$ cat src/rtl/cdb_arbiter.sv
// Purpose: per-FU skid FIFOs feeding a round-robin arbiter that drives N_CDB registered CDB lanes.
// Latency: a result accepted into an empty FIFO is broadcast after the following edge (2 edges total).
// Backpressure: fu_ready drops when a FIFO holds FIFO_DEPTH entries; it depends only on the registered count.
module cdb_arbiter #(
    parameter int N_FU       = 3,
    parameter int N_CDB      = 2,
    parameter int FIFO_DEPTH = 4,
    parameter int ROB_DEPTH  = 8,
    parameter int NUM_PREGS  = 64,
    localparam int ROB_ID_W  = $clog2(ROB_DEPTH),
    localparam int PR_W      = $clog2(NUM_PREGS)
) (
    input  logic                               clk,
    input  logic                               rst,
    input  logic                               flush,
    input  logic [N_FU-1:0]                    fu_valid,
    output logic [N_FU-1:0]                    fu_ready,
    input  logic [N_FU-1:0][ROB_ID_W-1:0]      fu_rob_id,
    input  logic [N_FU-1:0][PR_W-1:0]          fu_pd,
    input  logic [N_FU-1:0][4:0]               fu_rd,
    input  logic [N_FU-1:0][31:0]              fu_value,
    output logic [N_CDB-1:0]                   cdb_valid,
    output logic [N_CDB-1:0][ROB_ID_W-1:0]     cdb_rob_id,
    output logic [N_CDB-1:0][PR_W-1:0]         cdb_pd,
    output logic [N_CDB-1:0][4:0]              cdb_rd,
    output logic [N_CDB-1:0][31:0]             cdb_value
);

    localparam int FU_W  = (N_FU > 1) ? $clog2(N_FU) : 1;
    localparam int PTR_W = $clog2(FIFO_DEPTH);
    localparam int CNT_W = PTR_W + 1;
    localparam int LN_W  = $clog2(N_CDB + 1);

    typedef struct packed {
        logic [ROB_ID_W-1:0] rob_id;
        logic [PR_W-1:0]     pd;
        logic [4:0]          rd;
        logic [31:0]         value;
    } entry_t;

    entry_t           mem      [N_FU][FIFO_DEPTH];
    entry_t           head_dat [N_FU];
    logic [PTR_W-1:0] head     [N_FU];
    logic [PTR_W-1:0] tail     [N_FU];
    logic [CNT_W-1:0] count    [N_FU];

    logic [FU_W-1:0]  rr_ptr;
    logic [FU_W-1:0]  rr_nxt;
    logic [N_FU-1:0]  push;
    logic [N_FU-1:0]  grant;
    logic [N_CDB-1:0] lane_vld;
    logic [FU_W-1:0]  lane_src [N_CDB];
    logic [FU_W:0]    scan;
    logic [LN_W-1:0]  n_grant;

    // Ready comes from the registered count only, so fu_valid never loops back into fu_ready.
    always_comb begin
        for (int i = 0; i < N_FU; i++) begin
            fu_ready[i] = (count[i] != CNT_W'(FIFO_DEPTH));
            push[i]     = fu_valid[i] && fu_ready[i];
            head_dat[i] = mem[i][head[i]];
        end
    end

    // Scan FIFOs starting at rr_ptr; the k-th non-empty FIFO found goes to lane k until lanes run out.
    always_comb begin
        grant    = '0;
        lane_vld = '0;
        rr_nxt   = rr_ptr;
        n_grant  = '0;
        scan     = '0;
        for (int j = 0; j < N_CDB; j++) begin
            lane_src[j] = '0;
        end
        for (int k = 0; k < N_FU; k++) begin
            scan = {1'b0, rr_ptr} + (FU_W+1)'(k);
            if (scan >= (FU_W+1)'(N_FU)) begin
                scan = scan - (FU_W+1)'(N_FU);
            end
            if ((count[scan[FU_W-1:0]] != '0) && (n_grant < LN_W'(N_CDB))) begin
                grant[scan[FU_W-1:0]] = 1'b1;
                for (int j = 0; j < N_CDB; j++) begin
                    if (n_grant == LN_W'(j)) begin
                        lane_vld[j] = 1'b1;
                        lane_src[j] = scan[FU_W-1:0];
                    end
                end
                // Next scan starts just past the most recently granted FU.
                rr_nxt  = (scan == (FU_W+1)'(N_FU - 1)) ? '0 : FU_W'(scan + 1'b1);
                n_grant = n_grant + 1'b1;
            end
        end
    end

    // FIFO storage; no reset needed because count gates every read.
    always_ff @(posedge clk) begin
        for (int i = 0; i < N_FU; i++) begin
            if (!rst && !flush && push[i]) begin
                mem[i][tail[i]] <= {fu_rob_id[i], fu_pd[i], fu_rd[i], fu_value[i]};
            end
        end
    end

    // FIFO pointers, round-robin pointer and registered CDB lanes; rst outranks flush.
    always_ff @(posedge clk) begin
        if (rst) begin
            for (int i = 0; i < N_FU; i++) begin
                count[i] <= '0;
                head[i]  <= '0;
                tail[i]  <= '0;
            end
            rr_ptr     <= '0;
            cdb_valid  <= '0;
            cdb_rob_id <= '0;
            cdb_pd     <= '0;
            cdb_rd     <= '0;
            cdb_value  <= '0;
        end else if (flush) begin
            // Squash everything buffered; the arbitration position survives.
            for (int i = 0; i < N_FU; i++) begin
                count[i] <= '0;
                head[i]  <= '0;
                tail[i]  <= '0;
            end
            cdb_valid <= '0;
        end else begin
            for (int i = 0; i < N_FU; i++) begin
                if (push[i]) begin
                    tail[i] <= tail[i] + 1'b1;
                end
                if (grant[i]) begin
                    head[i] <= head[i] + 1'b1;
                end
                if (push[i] && !grant[i]) begin
                    count[i] <= count[i] + 1'b1;
                end else if (!push[i] && grant[i]) begin
                    count[i] <= count[i] - 1'b1;
                end
            end
            rr_ptr    <= rr_nxt;
            cdb_valid <= lane_vld;
            // Idle lanes keep stale data; consumers qualify with cdb_valid.
            for (int j = 0; j < N_CDB; j++) begin
                if (lane_vld[j]) begin
                    cdb_rob_id[j] <= head_dat[lane_src[j]].rob_id;
                    cdb_pd[j]     <= head_dat[lane_src[j]].pd;
                    cdb_rd[j]     <= head_dat[lane_src[j]].rd;
                    cdb_value[j]  <= head_dat[lane_src[j]].value;
                end
            end
        end
    end

endmodule

$ cat config.mk
export PLATFORM = sky130hd
export DESIGN_NAME = cdb_arbiter
export DESIGN_NICKNAME = d
export VERILOG_FILES = /design/src/rtl/cdb_arbiter.sv
export SDC_FILE = /design/constraint.sdc
export NUM_CORES = 1
export LEC_CHECK = 0
export BUFFER_PORTS_ARGS = -buffer_cell sky130_fd_sc_hd__buf_2
export CORE_MARGIN = 2
export CORE_UTILIZATION = 52
export DETAILED_ROUTE_END_ITERATION = 8
export GPL_ROUTABILITY_DRIVEN = 0
export MAX_ROUTING_LAYER = met4
export PLACE_DENSITY = 0.71
export SKIP_LAST_GASP = 1
export SLEW_MARGIN = 25
export SYNTH_ARGS = -nofsm -noshare
export SYNTH_HDL_FRONTEND = slang
export SYNTH_SLANG_ARGS = --single-unit
$ cat constraint.sdc
create_clock -name clk -period 5.06 [get_ports clk]
set_clock_uncertainty 0.05 [all_clocks]
set_input_delay 0.253 -clock clk [delete_from_list [all_inputs] [get_ports clk]]
set_output_delay 0.253 -clock clk [all_outputs]
set_load 0.02 [all_outputs]
---- Word level (Yosys, flattened, before mapping) ----
Memory sizes are Yosys's and may differ from the RTL's.
Index checks and enable logic that the tools add are counted.
operators by class
  $add $sub $neg .......................... 21
  equal/unequal tests ..................... 8
  multiplexer cells ....................... 138
  bitwise gates (word level) .............. 32
  reductions and logical operators ........ 39
  magnitude comparators ................... 22
operator list
  kind                                                               count
  2-to-1 mux 46 bit                                                  13
  2-to-1 mux 184 bit                                                 3
  binary-select mux 46 bit (select 2 bit)                            5
  demux 46 bit (select 2 bit)                                        3
  2-to-1 mux 1 bit                                                   68
  2-to-1 mux 2 bit                                                   26
  2-to-1 mux 3 bit                                                   15
  greater-or-equal comparator 3 bit, second input constant           8
  inverter 2 -> 3 bit                                                8
  logical AND 1 bit                                                  21
  bitwise OR 1 bit                                                   21
  adder 2 x 1 -> 2 bit, second input constant                        10
  nonzero test 3 bit                                                 4
  adder 3 x 1 -> 3 bit, second input constant                        3
  == test 3 x 2 -> 1 bit, second input constant                      3
  less-than comparator 2 x 3 -> 1 bit, second input constant         3
  less-than comparator 3 x 1 -> 1 bit, second input constant         3
  inequality test 3 bit, second input constant                       3
  subtractor 3 x 1 -> 3 bit, second input constant                   3
  zero test 1 bit                                                    8
  2-to-1 mux 4 bit                                                   2
  demux 1 bit (select 2 bit)                                         3
  greater-or-equal comparator 2 x 1 -> 1 bit, second input constant  3
  greater-or-equal comparator 3 x 2 -> 1 bit, second input constant  2
  12 further kinds                                                   19
word-level totals
  input port bits ......................... 144
  output and inout bits ................... 97
  word-level logic and storage cells ...... 274
  register bits after elaboration ......... 96
  bits in writable memories ............... 573
  memories kept ........................... 4
memories
  memory  depth  width  read ports  clocked after Yosys merged registers in  write ports  RTL line  RTL
  mem     3      184    3           0                                        3            41        entry_t mem [N_FU][FIFO_DEPTH];
  count   3      3      6           0                                        3            45        logic [CNT_W-1:0] count [N_FU];
  head    3      2      3           0                                        3            43        logic [PTR_W-1:0] head [N_FU];
  tail    3      2      3           0                                        3            44        logic [PTR_W-1:0] tail [N_FU];

---- Logic depth before layout (Yosys ltp) ----
Gate-level depths: netlist of the first run.
  depth after elaboration ................. 19
  gate-level depth with buffers ........... 15
  mapped depth without buffers ............ 15

---- Worst setup path after synthesis of the first run ----
OpenSTA, ideal clock, no wires.
  path kind ............................... flip-flop to flip-flop
  from .................................... register rr_ptr[0]
  to ...................................... memory count[1][2] (netlist name) (data pin)
  arrival time ............................ 3.409 ns
  setup time .............................. 0.263 ns
  setup slack ............................. 1.338 ns
  required time ........................... 4.747 ns
  cell stages (with the launch flop) ...... 16
  path buffers ............................ 0
  clock period less this slack ............ 3.722 ns
  cells stage by stage .................... dfxtp_1 inv_1 ha_1 nor4_1 a21o_1 o21ai_0 ha_1 or2_1 nor3_1 a21o_1 a221o_1 nand3_1 fa_1 xor2_1 xnor2_1 nor2_1
RTL lines
  what                    RTL line  RTL
  from (decl)             47        logic [FU_W-1:0] rr_ptr;
  from (signal assigned)  140       rr_ptr <= rr_nxt;
  to (decl)               45

---- Final worst setup path of the first run ----
  from .................................... register rr_ptr[0]
  to ...................................... register cdb_value[8] (netlist name)
between the ends
  cells in the longest elaborated chain, start to end .. 15
  elaborated cells between the ends (all ways) .. 39
  classes of those cells .................. add/sub: 6; order compare: 5; mux: 18; bitwise: 1; reduce/logical: 8; memory: 1
ends and longest elaborated chain
  what                                                                                   RTL line  RTL
  subtractor 2 x 2 -> 3 bit / greater-or-equal comparator 2 bit (equally long branches)  78, 77
  2-to-1 mux 3 bit                                                                       77        if (scan >= (FU_W+1)'(N_FU)) begin
  memory read (3 x 3 bit)                                                                n/a
  nonzero test 3 bit                                                                     80        if ((count[scan[FU_W-1:0]] != '0) && (n_grant < LN_W'(N_CDB))) begin
  2-to-1 mux 1 bit                                                                       80
  less-than comparator 2 bit                                                             80
  logical AND 1 bit                                                                      80
  2-to-1 mux 2 bit                                                                       80
  less-than comparator 2 bit / zero test 2 bit (equally long branches)                   80, 83
  logical AND 1 bit / 2-to-1 mux 2 bit (equally long branches)                           80, 83
  2-to-1 mux 4 bit                                                                       80
  inverter 2 -> 3 bit (implied by the code)                                              148       cdb_value[j] <= head_dat[lane_src[j]].value;
  binary-select mux 46 bit (select 2 bit)                                                148
  2-to-1 mux 46 bit (implied by the code) (2 in a row)                                   148
  to (signal, indexed assignment)                                                        148
  to (decl)                                                                              26        output logic [N_CDB-1:0][31:0] cdb_value
Parallel ways exist; a longest one is shown, timed or not. The select of a mux whose other input is x is not followed.
A chain may end at the register's enable or synchronous reset.

==> run_results.csv, run 1 <==
group,metric,value,unit
logic_synthesis,synth_compound_area_share,6.12,%
logic_synthesis,synth_fa_ha_area_share,1.18,%
routing,drc,0,
setup_path,cp_top_family,"simple AND/OR/NAND/NOR gates",
routing,totalWireLength,65700,microns
finish,drive_above_1_share,29.7,%
logic_synthesis,synth_xor_area_share,0.399,%
min_path,whs_endpoint,"rr_ptr[1]$_SDFFE_PP0P_",
power_and_ir_drop,p_leak,11.5,nW
routing,ant_nets,0,
timing,post-route-period-util,87.3,%
floorplanning,ioPinCount,241,
setup_path,critical_path_class,"flip-flop to flip-flop",
grt,grtUsageTotal,25.8,%
logic_synthesis,synth_nets,1634,
finish,syn2layout_area_growth,21.7,%
floorplanning,die_x,230,microns
placed_design,placed_area,28700,sq um
logic_synthesis,synth_edf_count,573,
setup_path,worstPathRequired,5540,ps
clock_network,clk_latency,610,ps
setup_path,path_buf_inv,2,
timing,setup_violations,0,
logic_synthesis,synthCells,1466,
setup_path,r2r-end,"cdb_value[8]$_SDFFE_PP0P_",
grt,antenna_found_initial,9,
logic_synthesis,synth_flop_cell,"edfxtp_1",
setup_path,critPathSlowestCell,"ha_1",
timing,setup_tns,0,ps
setup_path,critPathLaunchType,"flip-flop",
logic_synthesis,synth_mux_area_share,13.8,%
logic_synthesis,syn_area_per_cell,18.2,sq um
grt,grt_max_degree,48,
logic_synthesis,ys_types,70,
timing,min_period,4420,ps
placed_design,dp_hpwl,42600,microns
setup_path,max_stage_delay,500,ps
routing,wl_per_cell,25.2,microns
setup_path,cp.arrival,4900,ps
timing,relSlewSlack,33.7,%
clock_network,cts_tree,"built",
timing,grt_setup_unrepaired,"false",
min_path,hp-class,"input pin to flip-flop",
floorplanning,initial_core_util,52.3,%
routing,dr.pass1.iters,6,
floorplanning,die_y,230,microns
logic_synthesis,ys_async_sr_fraction,0,%
placed_design,io_buffers,240,
logic_synthesis,synth-seq-cells,669,
logic_synthesis,ys_seq_area_share,71.7,%
logic_synthesis,ys_warn_count,0,
logic_synthesis,syn_area,26700,sq um
clock_network,clockRootBuffer,"clkbuf_16",
setup_path,critPathMaxFanout,22,
floorplanning,die-area,53100,sq um
setup_path,endpoint_kind,"flip-flop",
clock_network,clk_path_buf_depth,3,
clock_network,cts_made_buffers,69,
job,drv_cap,0,
min_path,min_from,"flush",
finish,layout.nets,2034,
setup_path,path_cells,"inv_1, ha_1, nor4_1, a21o_1, o21ai_0, ha_1, or2_1, o32ai_4, nand2_1, a21oi_4, buf_4, and2_1, a221oi_1, nor2_1",
setup_path,rrSetupSlack,640,ps
logic_synthesis,synthSimpleGateAreaFrac,4.74,%
setup_path,r2r_cells,14,
floorplanning,rows,83,
timing,worst_slew_pin_slew,994,ps
routing,vias,15800,
power_and_ir_drop,ir_worst_vdd,0.408,mV
clock_network,clkTransAtPathRegs,60,ps
routing,avgViaCountPerCell,6.05,
grt,grt_pass1_wl,99400,microns
clock_network,cts_max_level,3,
min_path,min_path_cells,3,
timing,max_freq,226,MHz
setup_path,crit_top_cell,"ha_1",
run_status,status,"complete, no violations",
clock_network,cts_sinks,669,
grt,first_global_vias,16000,
grt,overflow,0,
finish,stdcell_area,32500,sq um
floorplanning,coreArea,51000,sq um
routing,drtIter0Drc,1585,
timing,slew_violations,0,
power_and_ir_drop,pwr_density_cell,560,nW/um^2
logic_synthesis,synth_top_family_by_area,"multiplexers",
setup_path,r2r-start,"rr_ptr[0]$_SDFFE_PP0P_",
finish,final_core_util,63.7,%
timing,hold_viol_final,0,
==> flip-flops by register name, indices dropped and copies added, names as in the netlist, 6 cells and up <==
name / cells
cdb_pd: 12
cdb_rd: 10
cdb_rob_id: 6
cdb_value: 64
count: 9
head: 6
mem: 552
tail: 6
==> power breakdown <==
| group | switching, mW | internal, mW |
|---|---|---|
| Sequential | 0.303 | 6.45 |
| Combinational | 3.82 | 2.41 |
| Clock | 2.07 | 3.12 |
==> worst max path at each step <==
stage | end | slack, ps | cells past startpoint | startpoint
4_1_cts | count[1][2]$_SDFFCE_PN0P_ | 730 | 15 | rr_ptr[0]$_SDFFE_PP0P_
5_1_grt | cdb_value[6]$_SDFFE_PP0P_ | 310 | 14 | rr_ptr[0]$_SDFFE_PP0P_
3_5_place_dp | count[1][2]$_SDFFCE_PN0P_ | 760 | 15 | rr_ptr[0]$_SDFFE_PP0P_
6_report | cdb_value[8]$_SDFFE_PP0P_ | 640 | 14 | rr_ptr[0]$_SDFFE_PP0P_
3_3_place_gp | cdb_value[5]$_SDFFE_PP0P_ | 910 | 14 | rr_ptr[0]$_SDFFE_PP0P_
2_1_floorplan | count[1][2]$_SDFFCE_PN0P_ | 1340 | 15 | rr_ptr[0]$_SDFFE_PP0P_
==> synthesized netlist by cell type (6+ instances only) <==
cell type | instances | area share, %
ha_1 | 22 | 1.0
clkbuf_1 | 47 | 0.66
mux2_1 | 9 | 0.38
a31oi_1 | 38 | 0.89
a221o_1 | 47 | 1.8
o21ai_0 | 38 | 0.71
buf_2 | 27 | 0.51
nor2b_1 | 50 | 1.2
xnor2_1 | 6 | 0.20
edfxtp_1 | 573 | 65
nor3_1 | 7 | 0.13
nand3_1 | 78 | 1.5
buf_1 | 7 | 0.099
mux2i_1 | 46 | 1.7
dfxtp_1 | 96 | 7.2
nor2_1 | 35 | 0.49
mux4_2 | 138 | 12
inv_1 | 25 | 0.35
nand2_1 | 16 | 0.23
and2_1 | 14 | 0.33
a21oi_1 | 52 | 0.98
a221oi_1 | 10 | 0.33
==> area by class of cell <==
cell class | instances | area [sq um]
timing repair buffer | 420 | 2930
multi-input combinational | 681 | 7080
fill | 3563 | 18500
tap | 680 | 851
antenna | 11 | 27.5
inverter | 25 | 93.8
clock inverter | 27 | 292
sequential | 669 | 19100
clock buffer | 99 | 2070
==> tightest hold or removal path: stages <==
cell,delay (ps)
buf_2,200
a211oi_1,210
nor3_1,60
==> placed cells by master, fill, tap and decap left out, types with 5 or more instances in the layout <==
| master | count |
|---|---|
| a21oi_1 | 51 |
| a221oi_1 | 10 |
| ha_1 | 22 |
| nand3_1 | 78 |
| diode_2 | 11 |
| a221o_1 | 47 |
| nor2_1 | 34 |
| o21ai_0 | 38 |
| clkbuf_16 | 78 |
| buf_2 | 240 |
| inv_1 | 24 |
| nand2_1 | 16 |
| nor3_1 | 7 |
| edfxtp_1 | 573 |
| bufinv_16 | 5 |
| nor2b_1 | 50 |
| clkinv_2 | 13 |
| mux4_2 | 138 |
| buf_4 | 39 |
| and2_2 | 10 |
| mux2i_1 | 46 |
| a31oi_1 | 37 |
| mux2_1 | 9 |
| xnor2_1 | 6 |
| dfxtp_1 | 96 |
| dlygate4sd3_1 | 139 |
| clkbuf_1 | 17 |
==> cells by family after synthesis <==
group                      after synthesis
xor gates and xnor gates                10
DFF                                    669
buffers and inverters                  116
muxes                                  194
and+or+nand+nor                        227
AOI/OAI and AO/OA                      226
adders and majority gates               24
==> through the flow <==
| step | power (mW) | instances | hold slack, ps | setup WS (ps) |
|---|---|---|---|---|
| 2_1_floorplan | 11.2 | 1466 | 302 | 1340 |
| 4_1_cts | 18.2 | 2601 | 105 | 728 |
| 5_1_grt | 18.9 | 2610 | 157 | 310 |
| 3_3_place_gp | 12.7 | 2335 | 413 | 907 |
| 3_5_place_dp | 12.9 | 2336 | 419 | 757 |
| 6_report | 18.2 | 2612 | 133 | 641 |
==> layer usage <==
layer | GRT usage, % | up-vias | wire length, microns
met5 | - | - | 0
met4 | 8.35 | 0 | 1640
met3 | 4.72 | 101 | 5480
met2 | 40.8 | 818 | 32100
met1 | 34.4 | 8097 | 26500
li1 | - | 6797 | -
==> repair_timing <==
action                                  in CTS  in global routing
setup buffers                                0                  0
hold buffers                               139                  0
gates resized for setup                      0                  0
endpoints found under the hold margin      553                  0
endpoints found under the setup margin       0                  0
(Power assumes the default switching activity.)
==> inputs of run 2 (changes only) <==
- CORE_ASPECT_RATIO: default -> 1.25
==> run_results.csv, run 2 (same netlist as run 1, synthesis figures left out) <==
group,metric,value,unit
grt,grt_max_degree,49,
setup_path,cp.arrival,5030,ps
grt,grt_pass1_wl,96900,microns
clock_network,cts.repair.resized,0,
placed_design,dp_hpwl,42200,microns
grt,met2_usage,41.2,%
timing,post-route-period-util,89.9,%
setup_path,cp_top_family,"compound AO/OA/AOI/OAI gates",
routing,wl_per_cell,25.3,microns
floorplanning,die_x,207,microns
routing,drc,0,
finish,largest_reg_flops,552,
finish,layout.nets,2018,
floorplanning,ioPinCount,241,
floorplanning,die-area,53100,sq um
floorplanning,die_y,257,microns
job,drv_cap,0,
timing,setup_tns,0,ps
clock_network,clk_path_buf_depth,3,
timing,grt_setup_unrepaired,"false",
power_and_ir_drop,p_seq_share,38.7,%
timing,worst_slew_pin_slew,1040,ps
floorplanning,coreArea,50500,sq um
clock_network,clkTransAtPathRegs,70,ps
clock_network,cts_tree,"built",
timing,setup_violations,0,
routing,drtIter0Drc,1418,
grt,antenna_found_initial,9,
finish,final_common_cell,"edfxtp_1",
grt,overflow,0,
setup_path,path_cells,"inv_1, ha_1, nor4_1, a21o_1, o21ai_0, ha_1, or2_1, o32ai_4, nand2_1, a21oi_4, buf_4, o21ai_0, a31oi_1",
timing,max_freq,220,MHz
finish,fillers,3546,
finish,drive_above_1_share,28.8,%
power_and_ir_drop,p_comb_share,35.7,%
power_and_ir_drop,pwr_density_cell,546,nW/um^2
power_and_ir_drop,pwr-share-clk,25.6,%
grt,first_global_vias,16000,
finish,seqCellArea,19100,sq um
routing,avgViaCountPerCell,6.06,
grt,grtUsageTotal,25.4,%
grt,gr-usage-met3,4.74,%
clock_network,cts_max_level,2,
clock_network,cts_sinks,669,
power_and_ir_drop,power.switching,6.07,mW
grt,grt.met1_usage,32.8,%
min_path,hp-class,"input pin to flip-flop",
power_and_ir_drop,ir_worst_vdd,0.534,mV
setup_path,max_stage_delay,660,ps
placed_design,io_buffers,240,
setup_path,worstPathRequired,5540,ps
run_status,status,"complete, no violations",
finish,syn2layout_area_growth,20.0,%
routing,totalWireLength,65000,microns
timing,slew_violations,0,
routing,vias,15600,
timing,hold_slack,102,ps
finish,multi_input_comb_area,7090,sq um
clock_network,cts_made_buffers,59,
timing,min_period,4550,ps
setup_path,endpoint_kind,"flip-flop",
timing,relSlewSlack,30.8,%
power_and_ir_drop,swShare,34.7,%
power_and_ir_drop,p_leak,11.3,nW
finish,mostFrequentLayoutCells,"edfxtp_1 (573), buf_2 (240), dlygate4sd3_1 (139)",
setup_path,critPathSlowestCell,"a21oi_4",
clock_network,clockRootBuffer,"clkbuf_16",
grt,grt.busiest_layer,"met2",
routing,ant_nets,0,
setup_path,critPathMaxFanout,20,
power_and_ir_drop,intPower,11.4,mW
setup_path,path_buf_inv,2,
floorplanning,initial_core_util,52.8,%
timing,hold_viol_final,0,
setup_path,critical_path_class,"flip-flop to flip-flop",
routing,dr.pass1.iters,6,
floorplanning,rows,92,
clock_network,clk_latency,610,ps
setup_path,critPathLaunchType,"flip-flop",
run 2: cell types whose count changed in the layout (fill, tap and decap cells not counted), sizes merged:
cell,before,now
clkbuf,99,84
clkinv,19,22
inv,27,26
buf,281,275
bufinv,5,3
diode,11,10
run 2: final timing paths:
check	slack, ps	start	end	cells past startpoint
setup / recovery	510	rr_ptr[0]$_SDFFE_PP0P_	cdb_rd[3]$_SDFFE_PP0P_	13
hold reg to reg	440	cdb_value[46]$_SDFFE_PP0P_	cdb_value[46]$_SDFFE_PP0P_	1
setup reg to reg	510	rr_ptr[0]$_SDFFE_PP0P_	cdb_rd[3]$_SDFFE_PP0P_	13
hold / removal	100	flush	rr_ptr[1]$_SDFFE_PP0P_	3
run 2: repair_timing:
action,in CTS,in global routing
hold buffers,139,0
buffers inserted,0,0
hold endpoints to repair,553,0
run 2: worst reg2reg max path: stages (launching register included):
cell	delay, ps
dfxtp_1	390
inv_1	90
ha_1	510
nor4_1	460
a21o_1	130
o21ai_0	110
ha_1	310
or2_1	280
o32ai_4	420
nand2_1	310
a21oi_4	660
buf_4	400
o21ai_0	150
a31oi_1	200
run 2: stage by stage:
step                total power [mW]  setup slack, ps  cells  util, %  instance area [sq um]
global placement                12.7              884   2306     56.6                  28600
global route                    18.2              307   2567     63.4                  32000
CTS                             17.4              655   2556     63.2                  31900
finish                          17.5              510   2568     63.4                  32000
floorplan                       11.2             1340   1466        -                  26700
detailed placement              12.9              692   2306     56.6                  28600
run 2: power by group through the flow:
stage                     Combinational (mW)  Sequential [mW]  Clock (mW)
after floorplan                         4.25             6.97           0
after global placement                  5.84             6.86           0
after detailed placement                5.98             6.87           0
after CTS                               6.11             6.76        4.55
after global routing                    6.65             6.80        4.75
final                                   6.24             6.77        4.48
run 2: area by class of cell:
class                           count  area share [%]
Antenna cell                       10          0.0782
Clock buffer                       84            5.43
Clock inverter                     27           0.684
Inverter                           25           0.293
Multi-Input combinational cell    681            22.1
Sequential cell                   669            59.7
Tap cell                          658            2.57
Timing Repair Buffer              414            9.07
run 2: layer usage:
layer	part of all wire (%)	routed length (microns)	vias to the layer above
met5	0	0	-
met4	2.9	1890	0
met3	7.6	4930	153
met2	50	32600	703
met1	39	25600	7970
li1	-	-	6742
